[config.mk]
export PLATFORM = sky130hd
export DESIGN_NAME = input_event_queue
export DESIGN_NICKNAME = d
export VERILOG_FILES = /design/src/rtl/tetris_input_pkg.sv /design/src/rtl/event_fifo.sv /design/src/rtl/input_event_queue.sv
export SDC_FILE = /design/constraint.sdc
export NUM_CORES = 1
export LEC_CHECK = 0
export BUFFER_PORTS_ARGS = -buffer_cell sky130_fd_sc_hd__clkbuf_2
export CORE_ASPECT_RATIO = 2
export CORE_MARGIN = 2
export CORE_UTILIZATION = 28
export DETAILED_ROUTE_END_ITERATION = 10
export HOLD_SLACK_MARGIN = 0.08
export PLACE_DENSITY = 0.51
export SLEW_MARGIN = 20
export SYNTH_ARGS = -nofsm -noshare
export SYNTH_HDL_FRONTEND = slang
export SYNTH_SLANG_ARGS = --single-unit
[constraint.sdc]
create_clock -name clk -period 5.05 [get_ports clk]
set_input_delay 0.505 -clock clk [delete_from_list [all_inputs] [get_ports clk]]
set_output_delay 0.505 -clock clk [all_outputs]
set_load 0.05 [all_outputs]
[src/rtl/tetris_input_pkg.sv]
// Shared definitions for the Tetris input path: button indices, event code
// width and the hold-to-repeat state encoding.
package tetris_input_pkg;

   localparam int NUM_BTN    = 5;
   localparam int BTN_LEFT   = 0;
   localparam int BTN_RIGHT  = 1;
   localparam int BTN_ROTATE = 2;
   localparam int BTN_DOWN   = 3;
   localparam int BTN_DROP   = 4;

   localparam int EVT_CODE_W = $clog2(NUM_BTN);

   typedef enum logic [1:0] {
      REP_IDLE   = 2'd0,
      REP_DELAY  = 2'd1,
      REP_REPEAT = 2'd2
   } rep_state_t;

endpackage

[src/rtl/event_fifo.sv]
// First-word-fall-through FIFO; head word is visible combinationally and a
// push into a full FIFO is accepted when a pop happens in the same cycle.
module event_fifo #(
   parameter int DEPTH = 4,
   parameter int WIDTH = 3
) (
   input  logic                       clk,
   input  logic                       reset,
   input  logic                       push,
   input  logic [WIDTH-1:0]           push_data,
   input  logic                       pop,
   output logic [WIDTH-1:0]           pop_data,
   output logic [$clog2(DEPTH):0]     count,
   output logic                       full,
   output logic                       empty
);

   localparam int AW = $clog2(DEPTH);

   logic [WIDTH-1:0] mem [DEPTH];
   logic [AW-1:0]    wr_ptr_reg;
   logic [AW-1:0]    rd_ptr_reg;
   logic [AW:0]      count_reg;
   logic             push_fire;
   logic             pop_fire;

   assign empty     = (count_reg == '0);
   assign full      = (count_reg == (AW+1)'(DEPTH));
   assign pop_fire  = pop && !empty;
   assign push_fire = push && (!full || pop_fire);
   assign pop_data  = mem[rd_ptr_reg];
   assign count     = count_reg;

   // Storage is deliberately not reset; the head is ignored while empty.
   always_ff @(posedge clk) begin
      if (push_fire) mem[wr_ptr_reg] <= push_data;
   end

   always_ff @(posedge clk) begin
      if (!reset) begin
         wr_ptr_reg <= '0;
         rd_ptr_reg <= '0;
         count_reg  <= '0;
      end else begin
         if (push_fire) wr_ptr_reg <= wr_ptr_reg + AW'(1);
         if (pop_fire)  rd_ptr_reg <= rd_ptr_reg + AW'(1);
         case ({push_fire, pop_fire})
            2'b10:   count_reg <= count_reg + (AW+1)'(1);
            2'b01:   count_reg <= count_reg - (AW+1)'(1);
            default: count_reg <= count_reg;
         endcase
      end
   end

endmodule

[src/rtl/input_event_queue.sv]
// Serialises debounced button press pulses into an ordered event FIFO.
// Hold-to-repeat is compiled in with INPUT_QUEUE_AUTOREPEAT_EN.
module input_event_queue #(
   parameter int                 NUM_BTN      = tetris_input_pkg::NUM_BTN,
   parameter int                 DEPTH        = 4,
   parameter logic [NUM_BTN-1:0] REPEAT_MASK  = 5'b01011,
   parameter int                 REPEAT_DELAY = 25_000_000,
   parameter int                 REPEAT_RATE  = 5_000_000
) (
   input  logic                       clk,
   input  logic                       reset,
   input  logic [NUM_BTN-1:0]         btn_raise,
   input  logic [NUM_BTN-1:0]         btn_held,
   output logic                       evt_valid,
   output logic [$clog2(NUM_BTN)-1:0] evt_code,
   input  logic                       evt_ready,
   output logic                       drop_pulse,
   output logic [7:0]                 drop_cnt
);

   import tetris_input_pkg::*;

   localparam int CW = $clog2(NUM_BTN);
   localparam int AW = $clog2(DEPTH);

   logic [NUM_BTN-1:0] pending_reg, pending_next;
   logic [NUM_BTN-1:0] raise_all, inject, merged, push_onehot;
   logic [CW-1:0]      sel;
   logic               push, pop_fire;
   logic               fifo_full, fifo_empty;
   logic [AW:0]        fifo_count;
   logic [7:0]         merge_n;
   logic [8:0]         drop_sum;
   logic [7:0]         drop_cnt_reg, drop_cnt_next;
   logic               drop_pulse_reg;

   event_fifo #(.DEPTH(DEPTH), .WIDTH(CW)) u_fifo (
      .clk       (clk),
      .reset     (reset),
      .push      (push),
      .push_data (sel),
      .pop       (evt_ready),
      .pop_data  (evt_code),
      .count     (fifo_count),
      .full      (fifo_full),
      .empty     (fifo_empty)
   );

   assign evt_valid = (fifo_count != '0);
   assign pop_fire  = evt_ready && !fifo_empty;
   assign push      = (|pending_reg) && (!fifo_full || pop_fire);

   always_comb begin
      sel = '0;
      for (int i = NUM_BTN-1; i >= 0; i--) begin
         if (pending_reg[i]) sel = CW'(i);
      end
   end

   for (genvar gi = 0; gi < NUM_BTN; gi++) begin : g_onehot
      assign push_onehot[gi] = push && (sel == CW'(gi));
   end

   // A bit pushed this cycle is free again, so a coincident press re-arms it.
   always_comb begin
      raise_all    = btn_raise | inject;
      merged       = raise_all & pending_reg & ~push_onehot;
      pending_next = (pending_reg & ~push_onehot) | raise_all;
      merge_n      = '0;
      for (int i = 0; i < NUM_BTN; i++) merge_n = merge_n + 8'(merged[i]);
      drop_sum      = {1'b0, drop_cnt_reg} + {1'b0, merge_n};
      drop_cnt_next = drop_sum[8] ? 8'hFF : drop_sum[7:0];
   end

   always_ff @(posedge clk) begin
      if (!reset) begin
         pending_reg    <= '0;
         drop_cnt_reg   <= '0;
         drop_pulse_reg <= 1'b0;
      end else begin
         pending_reg    <= pending_next;
         drop_cnt_reg   <= drop_cnt_next;
         drop_pulse_reg <= |merged;
      end
   end

   assign drop_cnt   = drop_cnt_reg;
   assign drop_pulse = drop_pulse_reg;

`ifdef INPUT_QUEUE_AUTOREPEAT_EN
   localparam int RCW = $clog2((REPEAT_DELAY > REPEAT_RATE) ? REPEAT_DELAY : REPEAT_RATE);

   rep_state_t         state_reg, state_next;
   logic [CW-1:0]      rep_idx_reg, rep_idx_next;
   logic [RCW-1:0]     rep_cnt_reg, rep_cnt_next;
   logic [NUM_BTN-1:0] rep_hit;

   // A fresh eligible press always restarts tracking, even mid-repeat.
   always_comb begin
      state_next   = state_reg;
      rep_idx_next = rep_idx_reg;
      rep_cnt_next = rep_cnt_reg;
      inject       = '0;
      rep_hit      = btn_raise & REPEAT_MASK;
      if (|rep_hit) begin
         for (int i = NUM_BTN-1; i >= 0; i--) begin
            if (rep_hit[i]) rep_idx_next = CW'(i);
         end
         rep_cnt_next = RCW'(REPEAT_DELAY - 1);
         state_next   = REP_DELAY;
      end else if (state_reg != REP_IDLE) begin
         if (!btn_held[rep_idx_reg]) begin
            state_next = REP_IDLE;
         end else if (rep_cnt_reg == '0) begin
            inject[rep_idx_reg] = 1'b1;
            rep_cnt_next        = RCW'(REPEAT_RATE - 1);
            state_next          = REP_REPEAT;
         end else begin
            rep_cnt_next = rep_cnt_reg - RCW'(1);
         end
      end
   end

   always_ff @(posedge clk) begin
      if (!reset) begin
         state_reg   <= REP_IDLE;
         rep_idx_reg <= '0;
         rep_cnt_reg <= '0;
      end else begin
         state_reg   <= state_next;
         rep_idx_reg <= rep_idx_next;
         rep_cnt_reg <= rep_cnt_next;
      end
   end
`else
   logic unused_cfg;
   assign inject     = '0;
   assign unused_cfg = ^{btn_held, REPEAT_MASK, REPEAT_DELAY, REPEAT_RATE};
`endif

endmodule

==> impl_results.md <==
* Yosys top cell by area: dfxtp_1
* Antenna-violating nets left at 0
* Placed Area at 1830 um2
* Total power at 942 uW
* Synth Net Count at 165
* Die Y at 113 um
* Vias at 1109
* Setup Fix Bufs, Post-CTS at 0
* CTS tree: done
* Worst relative slew slack at about 64%
* Tmin final at 3.97 ns
* Data required time of the worst path at 5.21 ns
* Post-synth cell types at 36
* Total Wirelength at around 3200 um
* Post-CTS Resized at 0
* Post-synthesis async set-or-reset flop share at 0%
* Initial Util at 29.0%
* Gr ovfl total at 0
* Flop pwr share at 40.2%
* #FFs+latches synth at 35
* Worst setup path category: register to register
* Peak VDD IR at 0.284 mV
* P_sw at 306 uW
* Setup-failing EPs final at 0
* Unrepaired setup endpoints after global routing: no
* Die X at between 50 and 60 um
* Critical path, cell by cell: nor4b_2, buf_4, or3_4, and3_1, fa_1, fa_1, ha_1, fa_1, a21oi_1, nor3_1, nand2b_1, o311a_1
* Clock share of power at 31.7%
* Register area at 821 um2
* Status: finished, final reports clean
* Most frequent cell after synthesis: dfxtp_1
* Final Skew at slightly below 0.009 ns
* Fill cells at between 500 and 600
* TritonRoute pass-1 iters at 3
* Area share of the largest cell type after synthesis at 27.8%
* DP HPWL at 2590 um
* Antenna diode count at 0
* I/O Pins at 26
* Final hold violation count at 0
* Synth cell count leaders: 23 x dfxtp_1, 12 x edfxtp_1, 11 x and2_1, 9 x ha_1
* Post-synthesis sequential area ratio at 49.6%
* DRC errors left at 0
* Die area at 6580 um2
* Core ar. at 5710 um2
* Cells after Synth at 139
* Setup slack, reg-to-reg at 1.08 ns
* Clock Latency Late Sink at around 0.27 ns
* Final worst slack at 1.08 ns
* Synth warn at 0
* Top delay family on crit path: adder cells
* Maxcap violations at 0
* Global-route wire length before repair at 5430 um
* CP Launch Type: register
* CTS hold repair buffers at 0
* Overall routing resource usage at ~11%
* Power share of the combinational group at 28.1%
* Final worst-path cycle share at between 70 and 80%
* Setup TNS at 0 ns
* 1st-iter DRT viols at 12
* Via density at 4.89
* Max clock buf depth at 2
* CTS HTree Levels at 2
* Worst Tran Pin Value at 0.534 ns
* Pint at between 600 and 700 uW
* Design area at between 1500 and 2000 um2
* Power per cell area at 476 nW/um2
* Post-synth EDFFs at 12
* Slew Viols, Final at 0
* Pleak at ~0.00086 uW
* Port bufs at 20
* Largest stage delay on the critical path at about 0.5 ns
* Crit end category: register
* Top cells by area, synth: dfxtp_1 28%, edfxtp_1 22%, ha_1 6.8%, fa_1 4.8%, and2_1 4.2%
* Placement Setup Slack at 0.823 ns
* Clock transition at path regs at 0.05 ns
* Crit Path Max Fanout at 7
* CTS root buf: clkbuf_16
* Layout area overhead at 19.6%
* Nets at 191
* Hold Crit Class: input port to register
* Avg Cell Area, Syn at approximately 12 um2
* Max reg flops at 12
* FMAX at around 250 MHz
* Multi-input gate area in the final layout at 796 um2
* Initial antenna violation count at 0
* Post-Syn Area at approximately 1700 um2
* Routability congestion estimate at around 0.72
* Site row count at 39
* Clock Sinks at 35
* Vias in the first global route at 1195
* CP bufs+invs at 1
* Num CTS Buffers at 5
* Top FF cell, synth: dfxtp_1
* Critical-path top delay cell: fa_1
* Critical Path Most Common Cell: fa_1
* Arrival @ worst endpoint at 4.14 ns
* Share of cells above drive strength 1 at about a fifth
* Largest net degree at the start of global routing at 23
* Net Sw Frac at 32.4%
* Routed len/inst at 14.2 um
[kinds of logic (layout without fill, tap and decap cells)]
family / Yosys count / in the layout / synth area share, %
fa+ha+maj: 13 / 13 / 11.6
flops: 35 / 35 / 49.6
compound gates: 30 / 30 / 13.0
buf+inv: 10 / 37 / 2.27
mux: 4 / 4 / 4.69
xor+xnor: 7 / 7 / 3.71
simple gates: 40 / 40 / 15.1
[metrics by stage]
step	std cells	hold slack, ns	utilization, %
after CTS	227	0.468	34.6
after global routing	227	0.479	34.6
final	227	0.471	34.6
after global placement	219	0.495	32.1
after detailed placement	219	0.531	32.1
after floorplan	139	0.481	-
[path summary, 6_finish.rpt]
| kind | start | end | cells past startpoint |
|---|---|---|---|
| setup / recovery | u_fifo.count[2] | drop_cnt[5] | 12 |
| hold / removal | btn_raise[1] | pending_reg[1] | 2 |
| setup reg to reg | u_fifo.count[2] | drop_cnt[5] | 12 |
| hold reg to reg | pending_reg[4] | pending_reg[4] | 2 |
[power groups by stage]
stage	clock, uW	sequential (uW)	combinational, uW
floorplan	0	387	199
global placement	0	380	252
detailed placement	0	386	267
CTS	306	381	270
global route	319	385	291
finish	298	379	265
[cell usage in the layout, fill, tap and decap left out, types with 2 or more instances in the layout]
cell type   n
o21a_1      8
dfxtp_1    23
nand2b_1    2
o21ai_0     3
fa_1        4
and3_1      3
a21oi_1     8
nand2_1     3
nand3_1     2
o211a_1     3
xnor2_1     4
o21bai_1    2
ha_1        9
xor2_1      3
nor3_1      2
inv_1       8
clkbuf_16   5
or3_1       2
mux4_2      3
and2_1     11
o311a_1     2
edfxtp_1   12
clkbuf_2   20
nor2b_1     5
nor2_1      3
[per-layer routing]
layer / up-vias / track usage (%) / wire length [um]
li1: 546 / - / -
met4: 0 / 5.12 / 74
met5: - / 0 / 0
met3: 6 / 2.40 / 102
met2: 20 / 22.2 / 2000
met1: 537 / 9.44 / 1040
[worst reg2reg max path, delay by kind of cell, from the launching register on]
kind | cells | cell delay [ns]
AND/OR/NAND/NOR | 5 | 1.12
buffers and inverters | 1 | 0.16
adder cells (fa/ha/maj) | 4 | 1.64
AO/OA/AOI/OAI | 2 | 0.62
flip-flops | 1 | 0.34
[area by class of cell]
type | count | area share, %
multi-input cells | 94 | 40.2
inverters | 8 | 1.52
well taps | 61 | 3.86
flip-flops and latches | 35 | 41.5
repair buffers | 21 | 5.44
clock inverters | 1 | 0.253
clock buffers | 7 | 7.21
Note: power is estimated with default switching activity, not from simulation.
